## src/rtl/a2d_chnl_arbiter_pkg.sv

```systemverilog
// Shared types for the A2D channel arbiter: one-hot FSM state encoding and channel-select constants.
package a2d_arb_pkg;

   typedef enum logic [3:0] {
      IDLE  = 4'h1,
      START = 4'h2,
      CONV  = 4'h4,
      DONE  = 4'h8
   } state_t;

   localparam logic CHNL_PTAT  = 1'b0;
   localparam logic CHNL_PRESS = 1'b1;

endpackage

```

## src/rtl/rr_priority_pick.sv

```systemverilog
// Combinational round-robin pick: first set request at or after ptr_i, wrapping around.
// Returns the winner both one-hot and as an encoded index; pick_o is zero when nothing is requested.
module rr_priority_pick #(
   parameter int NUM_REQ = 2,
   parameter int IDX_W   = 1
) (
   input  logic [NUM_REQ-1:0] req_i,
   input  logic [IDX_W-1:0]   ptr_i,
   output logic [NUM_REQ-1:0] pick_o,
   output logic [IDX_W-1:0]   idx_o
);

   logic [IDX_W:0] slot;
   logic           found;

   // Walk the requesters starting at the pointer; the first hit wins.
   always_comb begin
      pick_o = '0;
      idx_o  = '0;
      found  = 1'b0;
      slot   = '0;
      for (int i = 0; i < NUM_REQ; i++) begin
         slot = {1'b0, ptr_i} + (IDX_W+1)'(i);
         if (slot >= (IDX_W+1)'(NUM_REQ)) begin
            slot = slot - (IDX_W+1)'(NUM_REQ);
         end
         if (!found && req_i[slot[IDX_W-1:0]]) begin
            found                     = 1'b1;
            pick_o[slot[IDX_W-1:0]]   = 1'b1;
            idx_o                     = slot[IDX_W-1:0];
         end
      end
   end

endmodule

```

## src/rtl/a2d_chnl_arbiter.sv

```systemverilog
// Round-robin arbiter sharing one A2D converter between NUM_REQ requesters.
// Optional conversion timeout enabled by defining A2D_ARB_TMO_EN.
module a2d_chnl_arbiter
   import a2d_arb_pkg::*;
#(
   parameter int NUM_REQ = 2,
   parameter int RES_W   = 12,
   parameter int TMO_CYC = 4096
) (
   input  logic               clk_i,
   input  logic               rst_i,
   input  logic [NUM_REQ-1:0] req_i,
   input  logic [NUM_REQ-1:0] req_chnl_i,
   output logic [NUM_REQ-1:0] gnt_o,
   output logic [NUM_REQ-1:0] done_o,
   output logic [NUM_REQ-1:0] err_o,
   output logic [RES_W-1:0]   res_o,
   output logic               busy_o,
   output logic               strt_cnv_o,
   output logic               chnl_o,
   input  logic               cnv_cmplt_i,
   input  logic [RES_W-1:0]   a2d_res_i
);

   localparam int IDX_W = (NUM_REQ > 1) ? $clog2(NUM_REQ) : 1;

   state_t             state_q, state_d;
   logic [IDX_W-1:0]   owner_q, owner_d;
   logic [IDX_W-1:0]   ptr_q, ptr_d;
   logic               chnl_q, chnl_d;
   logic [RES_W-1:0]   res_q, res_d;
   logic [NUM_REQ-1:0] pickOh;
   logic [IDX_W-1:0]   pickIdx;
   logic [NUM_REQ-1:0] ownerOh;
   logic               tmoHit;

   rr_priority_pick #(
      .NUM_REQ (NUM_REQ),
      .IDX_W   (IDX_W)
   ) u_pick (
      .req_i  (req_i),
      .ptr_i  (ptr_q),
      .pick_o (pickOh),
      .idx_o  (pickIdx)
   );

   assign ownerOh = NUM_REQ'(1) << owner_q;

   always_ff @(posedge clk_i) begin
      if (rst_i) begin
         state_q <= IDLE;
         owner_q <= '0;
         ptr_q   <= '0;
         chnl_q  <= CHNL_PTAT;
         res_q   <= '0;
      end else begin
         state_q <= state_d;
         owner_q <= owner_d;
         ptr_q   <= ptr_d;
         chnl_q  <= chnl_d;
         res_q   <= res_d;
      end
   end

   // A finished owner moves the pointer past itself so any other pending requester wins next.
   always_comb begin
      state_d = state_q;
      owner_d = owner_q;
      ptr_d   = ptr_q;
      chnl_d  = chnl_q;
      res_d   = res_q;
      case (state_q)
         IDLE: begin
            if (|pickOh) begin
               owner_d = pickIdx;
               chnl_d  = req_chnl_i[pickIdx];
               state_d = START;
            end
         end
         START: state_d = CONV;
         CONV: begin
            if (cnv_cmplt_i) begin
               res_d   = a2d_res_i;
               state_d = DONE;
            end else if (tmoHit) begin
               state_d = DONE;
            end
         end
         DONE: begin
            ptr_d   = (owner_q == IDX_W'(NUM_REQ-1)) ? '0 : owner_q + 1'b1;
            state_d = IDLE;
         end
         default: state_d = IDLE;
      endcase
   end

   assign gnt_o      = (state_q != IDLE) ? ownerOh : '0;
   assign done_o     = (state_q == DONE) ? ownerOh : '0;
   assign busy_o     = (state_q != IDLE);
   assign strt_cnv_o = (state_q == START);
   assign chnl_o     = chnl_q;
   assign res_o      = res_q;

`ifdef A2D_ARB_TMO_EN
   localparam int CNT_W = $clog2(TMO_CYC) + 1;

   logic [CNT_W-1:0] cnt_q, cnt_d;
   logic             tmo_q, tmo_d;

   // The counter's next value reaching TMO_CYC-1 ends the wait, so done lands TMO_CYC cycles after strt_cnv.
   assign tmoHit = (state_q == CONV) && !cnv_cmplt_i && (cnt_q == CNT_W'(TMO_CYC-2));

   always_comb begin
      cnt_d = cnt_q;
      tmo_d = tmo_q;
      if (state_q == START) begin
         cnt_d = '0;
         tmo_d = 1'b0;
      end else if (state_q == CONV) begin
         cnt_d = cnt_q + 1'b1;
         if (tmoHit) begin
            tmo_d = 1'b1;
         end
      end
   end

   always_ff @(posedge clk_i) begin
      if (rst_i) begin
         cnt_q <= '0;
         tmo_q <= 1'b0;
      end else begin
         cnt_q <= cnt_d;
         tmo_q <= tmo_d;
      end
   end

   assign err_o = (state_q == DONE && tmo_q) ? ownerOh : '0;
`else
   assign tmoHit = 1'b0;
   assign err_o  = '0;
`endif

endmodule

```

## config.mk

```make
export PLATFORM = sky130hd
export DESIGN_NAME = a2d_chnl_arbiter
export DESIGN_NICKNAME = d
export VERILOG_FILES = /design/src/rtl/a2d_chnl_arbiter_pkg.sv /design/src/rtl/rr_priority_pick.sv /design/src/rtl/a2d_chnl_arbiter.sv
export SDC_FILE = /design/constraint.sdc
export NUM_CORES = 1
export LEC_CHECK = 0
export CORE_UTILIZATION = 25
export CTS_CLUSTER_SIZE = 40
export DETAILED_ROUTE_END_ITERATION = 16
export GPL_TIMING_DRIVEN = 0
export PLACE_DENSITY_LB_ADDON = 0.25
export SETUP_SLACK_MARGIN = 0.4
export SLEW_MARGIN = 20
export SYNTH_ARGS = -nofsm -noshare
export SYNTH_HDL_FRONTEND = slang
export SYNTH_SLANG_ARGS = --single-unit
```

## constraint.sdc

```tcl
create_clock -name clk_i -period 1.3 [get_ports clk_i]
set_input_delay 0.325 -clock clk_i [delete_from_list [all_inputs] [get_ports clk_i]]
set_output_delay 0.325 -clock clk_i [all_outputs]
set_load 0.03 [all_outputs]
```

==> impl_metrics.csv <==
group,metric,value,unit
status,status,"finished with violations",
status,violations,"negative setup slack",
pwr,switching_share,27.5,%
sta,min_period_over_period,128,%
clock_tree,path_clk_slew,0.07,ns
synth,syn_area_per_cell,9.67,um2
sta,tns,-2.99,ns
die,start_util,27.1,%
die,core,0.00347,mm2
pwr,max-vdd-ir-drop,0.331,mV
pwr,p_leak,0.694,nW
placed_design,dp_hpwl,1.54,mm
finish,final_core_util,49.2,%
sta,fmax,601,MHz
finish,drive_above_1_share,48.1,%
route,antenna_left,0,
flow_run,cap_viol_max_count,0,
die,ios,40,
finish,fin_cells,206,
synth,async_flop_share,0,%
sta,skew,0.00238,ns
route,first_pass_iters,4,
global_routing,grt_pass1_wl,3.82,mm
pwr,p_seq_share,43.8,%
global_routing,grt_pass1_vias,833,
worst_setup_path,max_stage_delay,0.37,ns
pwr,combPwrFrac,27.9,%
sta,rsz0062_at_grt,"yes",
finish,nets,180,
pwr,power_density,845,mW/mm2
worst_setup_path,path_max_fanout,5,
route,drc,0,
route,wl_met3,183,um
route,wl_met1,986,um
pwr,clkPwrFrac,28.3,%
global_routing,grt_use_total,12.1,%
finish,diodes,0,
sta,setup_slack,-0.364,ns
synth,synth_cell_types,28,
worst_setup_path,critPathRequiredTime,0.98,ns
worst_setup_path,worstRegToRegCells,5,
pwr,switching_power,0.397,mW
placed_design,place_area,0.00140,mm2
worst_setup_path,cp.arrival,1.34,ns
route,dr.first_iter.drc_count,8,
placed_design,dp.cells,181,
clock_tree,cts_root_buffer,"clkbuf_8",
synth,yosysWarnings,0,
sta,final_max_slew_viol_count,0,
synth,netlist_area,938,um2
synth,synth_seq_cells,19,
synth,syn-instance-count,97,
route,vias,907,
die,rows,21,
sta,min_period,1.66,ns
global_routing,grt-ovfl-total,0,
sta,finalSetupViolCount,19,
placed_design,globalplace.congestion,0.704,
clock_tree,numClockSinks,19,
synth,ys_seq_area_share,40.5,%
worst_setup_path,cpMaxStageDelayCell,"dfxtp_4",
route,met2_length,1.35,mm
route,drt-total-wl,2.53,mm
sta,hold_viol,0,
die,die_x,63.3,um
hold_path,min_path_cells,2,
global_routing,antenna_found_initial,0,
route,wl_per_cell,12.3,um
hold_path,hold_class,"reg -> reg",
route,routed.top_layer,"met4",
die,chipHeight,63.3,um
synth,synth_edf_count,0,
worst_setup_path,cp.buffers_inverters,2,
worst_setup_path,end_kind,"output pin",
global_routing,grt_max_degree,11,
worst_setup_path,crit_type,"reg -> out",
worst_setup_path,crit_family,"simple AND/OR/NAND/NOR gates",
finish,stdcell_area,0.00171,mm2
clock_tree,htreeDepth,1,
synth,synthFlopType,"dfxtp_1",
clock_tree,cts_tree,"done",
route,avgViaCountPerCell,4.40,
placed_design,numPortBuffers,37,
clock_tree,cts_made_buffers,3,
clock_tree,clk_latency,0.25,ns
finish,area_delta_synth_final,81.7,%
die,die-area,0.00400,mm2
pwr,p_int,1.04,mW
worst_setup_path,crit_chain,"nor4b_4 > inv_2 > and2_4 > buf_6",
worst_setup_path,startpoint_type,"flip-flop",
worst_setup_path,cp.depth,4,
clock_tree,max-clock-path-buffers,2,
[sequential cells by signal, summed over array words and instances, names as in the netlist]
signal	cells
res_o	12
state_q	4
chnl_o	1
owner_q	1
ptr_q	1
[power by group through the flow]
stage	Clock [mW]	Combinational, mW	Sequential, mW
2_1_floorplan	0	0.156	0.657
3_3_place_gp	0	0.285	0.650
3_5_place_dp	0	0.288	0.650
4_1_cts	0.423	0.365	0.635
5_1_grt	0.450	0.428	0.634
6_report	0.409	0.402	0.631
[worst reg2reg max path, stage by stage, from the launching register on]
cell and delay, ns:
dfxtp_4 0.37, buf_6 0.12, buf_6 0.11, nor4_4 0.36
buf_6 0.19, mux2i_1 0.20
[synth_stat cells, drive strengths merged, types with 2 or more instances]
| master | instances | area share (%) |
|---|---|---|
| buf | 3 | 2.8 |
| dfxtp | 19 | 41 |
| nand2 | 2 | 1.1 |
| clkbuf | 3 | 1.2 |
| o21ai | 3 | 2.0 |
| mux2i | 13 | 14 |
| nand2b | 25 | 17 |
| a21oi | 2 | 1.1 |
| nor4b | 3 | 4.4 |
| nor4 | 2 | 2.9 |
| nor2 | 4 | 1.6 |
| nor2b | 3 | 2.0 |
| and2 | 2 | 1.3 |
| inv | 5 | 2.0 |
[layout make-up]
class | instances | area, um2
inverter | 5 | 18.8
sequential | 19 | 412
fill | 357 | 1760
clock buffer | 4 | 45.0
timing repair buffer | 58 | 558
buffer | 6 | 47.5
tap | 46 | 57.6
multi-input combinational | 68 | 567
[cells in the final DEF, fill, tap and decap left out]
master            n
nor4b_4           3
clkbuf_1          3
and2_2            1
nor4_1            1
nor3b_2           1
a21oi_1           2
nor2_1            3
nand2_1           1
nor3_1            1
buf_6            23
clkdlybuf4s50_1  14
conb_1            2
inv_2             1
dlygate4sd2_1     4
nor2b_1           2
dfxtp_1           2
nand2b_1         25
clkbuf_4          1
mux2i_1          13
nand2_4           1
o21ai_1           1
nand3_1           1
nor4_4            1
nor2b_4           1
dfxtp_4           4
a221oi_2          1
inv_1             4
a32o_1            1
nor2_2            1
o21bai_1          1
o211ai_1          1
o21ai_0           1
clkbuf_8          4
o21ai_4           1
and2_4            1
buf_4            19
dfxtp_2          13
[metrics by stage]
| step | hold WS (ns) | setup slack, ns | total power [mW] |
|---|---|---|---|
| floorplan | 0.468 | -0.152 | 0.812 |
| global placement | 0.459 | -0.830 | 0.935 |
| detailed placement | 0.470 | -0.826 | 0.939 |
| CTS | 0.482 | -0.383 | 1.42 |
| global route | 0.494 | -0.418 | 1.51 |
| finish | 0.476 | -0.364 | 1.44 |
[cells by family (layout without fill, tap and decap cells)]
| group | after synthesis | count (layout) | synth area share (%) |
|---|---|---|---|
| AO/OA/AOI/OAI | 9 | 9 | 7.33 |
| buffers and inverters | 11 | 73 | 6.00 |
| flip-flops | 19 | 19 | 40.5 |
| multiplexers | 13 | 13 | 13.9 |
| other | 1 | 2 | 0.400 |
| AND/OR/NAND/NOR | 44 | 44 | 31.9 |
[routing by layer]
| layer | vias to the layer above | track usage, % |
|---|---|---|
| met1 | 426 | 13.5 |
| met2 | 33 | 21.9 |
| met3 | 2 | 3.80 |
| met5 | - | 0 |
| li1 | 446 | - |
| met4 | 0 | 3.41 |
[path summary, 6_finish.rpt]
check	startpoint	endpoint	slack (ns)
min	chnl_o	chnl_o	0.48
min reg2reg	chnl_o	chnl_o	0.48
max	state_q[3]	gnt_o[1]	-0.36
max reg2reg	state_q[1]	res_o[3]	-0.12
[what timing repair did]
| item | CTS | global route |
|---|---|---|
| endpoints found under the setup margin | 38 | 38 |
| pin swaps | 6 | 5 |
| cloned | 2 | 0 |
| resized for setup | 163 | 4 |
| setup buffers | 11 | 8 |
| hold buffers | 0 | 0 |
(Power assumes the default switching activity.)
==> variant: new RTL, config.mk and constraints unchanged <==
`res_q` no longer has a reset.
--- a/src/rtl/a2d_chnl_arbiter.sv
+++ b/src/rtl/a2d_chnl_arbiter.sv
@@ -53,5 +53,4 @@
          ptr_q   <= '0;
          chnl_q  <= CHNL_PTAT;
-         res_q   <= '0;
       end else begin
          state_q <= state_d;
@@ -59,6 +58,9 @@
          ptr_q   <= ptr_d;
          chnl_q  <= chnl_d;
-         res_q   <= res_d;
       end
+   end
+
+   always_ff @(posedge clk_i) begin
+      res_q <= res_d;
    end
 
Check against the original RTL: differs if rst_i is asserted again (counterexample within 4 cycles, from zero or initial values and one cycle with rst_i high); with rst_i held inactive, the same outputs for 10 cycles.
==> variant against the unedited design <==
  * The flow still finishes with violations (negative setup slack)
  * Die area is 20% lower
  * Synthesized cell count fell by 41%
  * Via count is 27% lower
  * Design area fell by 12%
  * Critical path depth did not move
  * Area after synthesis decreased by 21%
  * Total power decreased by 2.2%
  * Final cell count is 28% lower
  * Combinational power up 9.0%
  * Wire length is 29% lower
  * Setup slack got worse by 0.038 ns
  * Sequential cell count unchanged
  * Count of clock-buffer cells in the layout did not move
  * Worst hold slack gained 0.0066 ns
  * Largest power group unchanged
==> variant: results (changes against the unedited design) <==
outcome:
  status: "complete, but fails checks"
  violations: "negative setup slack"
global_routing:
  grt.total_usage: 0.1141  # -0.007114
  grt_pass1_vias: 619  # -26%
  grt_pass1_wl_um: 2849  # -25%
timing:
  setup_violations: 22  # +3
  setup_tns_ns: -3.059  # -0.07055 ns
  holdWs_ns: 0.4824  # +0.006612 ns
  postLayoutSetupSlackWorst_ns: -0.4021  # -0.03828 ns
  skew_ns: 0.001334  # -0.001048 ns
pwr:
  p_leak_nw: 0.5843  # -16%
  switching_share: 0.2697  # -0.005584
  intPower_mw: 1.029  # -1.4%
  irDropWorstVdd_uv: 629.3  # +90%
  power_frac_comb: 0.311  # +0.032
  p_clk_mw: 0.286  # -30%
route:
  firstDrtPassIters: 2  # -2
  vias: 662  # -27%
  wl_um: 1794  # -29%
  drtIter0Drc: 3  # -5
finish:
  nets: 137  # -24%
  layout-drive-gt1-share: 0.5726  # +0.09140
  antenna_cells: 0  # unchanged
  final_cells: 148  # -28%
  nFillCells: 258  # -28%
synthesis:
  synth_cells: 57  # -41%
  synthTopCellsByCount: "12 x edfxtp_1, 7 x dfxtp_1, 4 x inv_1, 4 x nor2_1"
  ys_types: 25  # -11%
  synth-edff-count: 12  # +12
  yosys-top-cells-area: "edfxtp_1 49%, dfxtp_1 19%, nor4b_4 3.2%"
  yosysSeqAreaShare: 0.6757  # +0.2703
place:
  dp_slack_ns: -0.6815  # +0.1444 ns
  post-dp-hpwl_um: 1134  # -26%
  gp_congestion: 0.6372  # -9.5%
  dpl.cell_count: 126  # -30%
  place_area_um2: 1206  # -14%
clock_tree:
  path_clk_slew_ns: 0.10  # +0.03 ns
  cts_buffers: 3  # unchanged
  htreeDepth: 1  # unchanged
  clk_latency_ns: 0.28  # +0.03 ns
  cts-root-buf: "clkbuf_4"
critical_path:
  arrival_ns: 1.38  # +0.04 ns
  regToRegEndpoint: "chnl_o$_SDFFE_PP0P_"
  r2r_cells: 6  # +1
  critPathMaxFanout: 3  # -2
  r2r_slack_ns: -0.14  # -0.02 ns
[variant: changes by cell type after synthesis, sizes merged]
cell and change:
nand2b -24, dfxtp -12, edfxtp +12, mux2i -12, clkbuf -3, a2111oi +1, a21oi -1, buf -1
nand2 +1, nor3 +1, nor3b -1, nor4 -1, nor4b -1, or3 +1
[variant: tightest hold or removal path: stages, from the launching register on]
cell,delay (ns)
dfxtp_2,0.34
inv_1,0.06
a221oi_2,0.05
[variant: cell type report]
| cell class | instances | area [um2] | share of cell area |
|---|---|---|---|
| Timing Repair Buffer | 55 | 551.8 | 0.3684 |
| Buffer | 2 | 15.01 | 0.01003 |
| Sequential cell | 19 | 514.2 | 0.3434 |
| Clock buffer | 4 | 26.28 | 0.01754 |
| Inverter | 5 | 18.77 | 0.01253 |
| Tap cell | 31 | 38.79 | 0.02590 |
| Multi-Input combinational cell | 32 | 332.8 | 0.2222 |
[variant: per-layer routing]
| metal | vias up | share of wire | track usage |
|---|---|---|---|
| li1 | 323 | - | - |
| met1 | 310 | 0.41 | 0.1397 |
| met2 | 29 | 0.51 | 0.1882 |
| met3 | 0 | 0.080 | 0.04147 |
| met4 | 0 | 0 | 0.03136 |
| met5 | - | 0 | 0 |
[variant: cells by family (layout without fill, tap and decap cells)]
logic type	after synthesis	in the layout	synth area share
compound gates	9	9	0.09290
buf+inv	7	66	0.04559
flops	19	19	0.6757
mux	1	1	0.01351
other cells	1	2	0.005063
simple gates	20	20	0.1672
[variant: repair_timing]
item                                    CTS  global route
pin swaps                                 6             6
endpoints found under the setup margin   38            38
buffers inserted                         12             6
gates resized for setup                 148            15
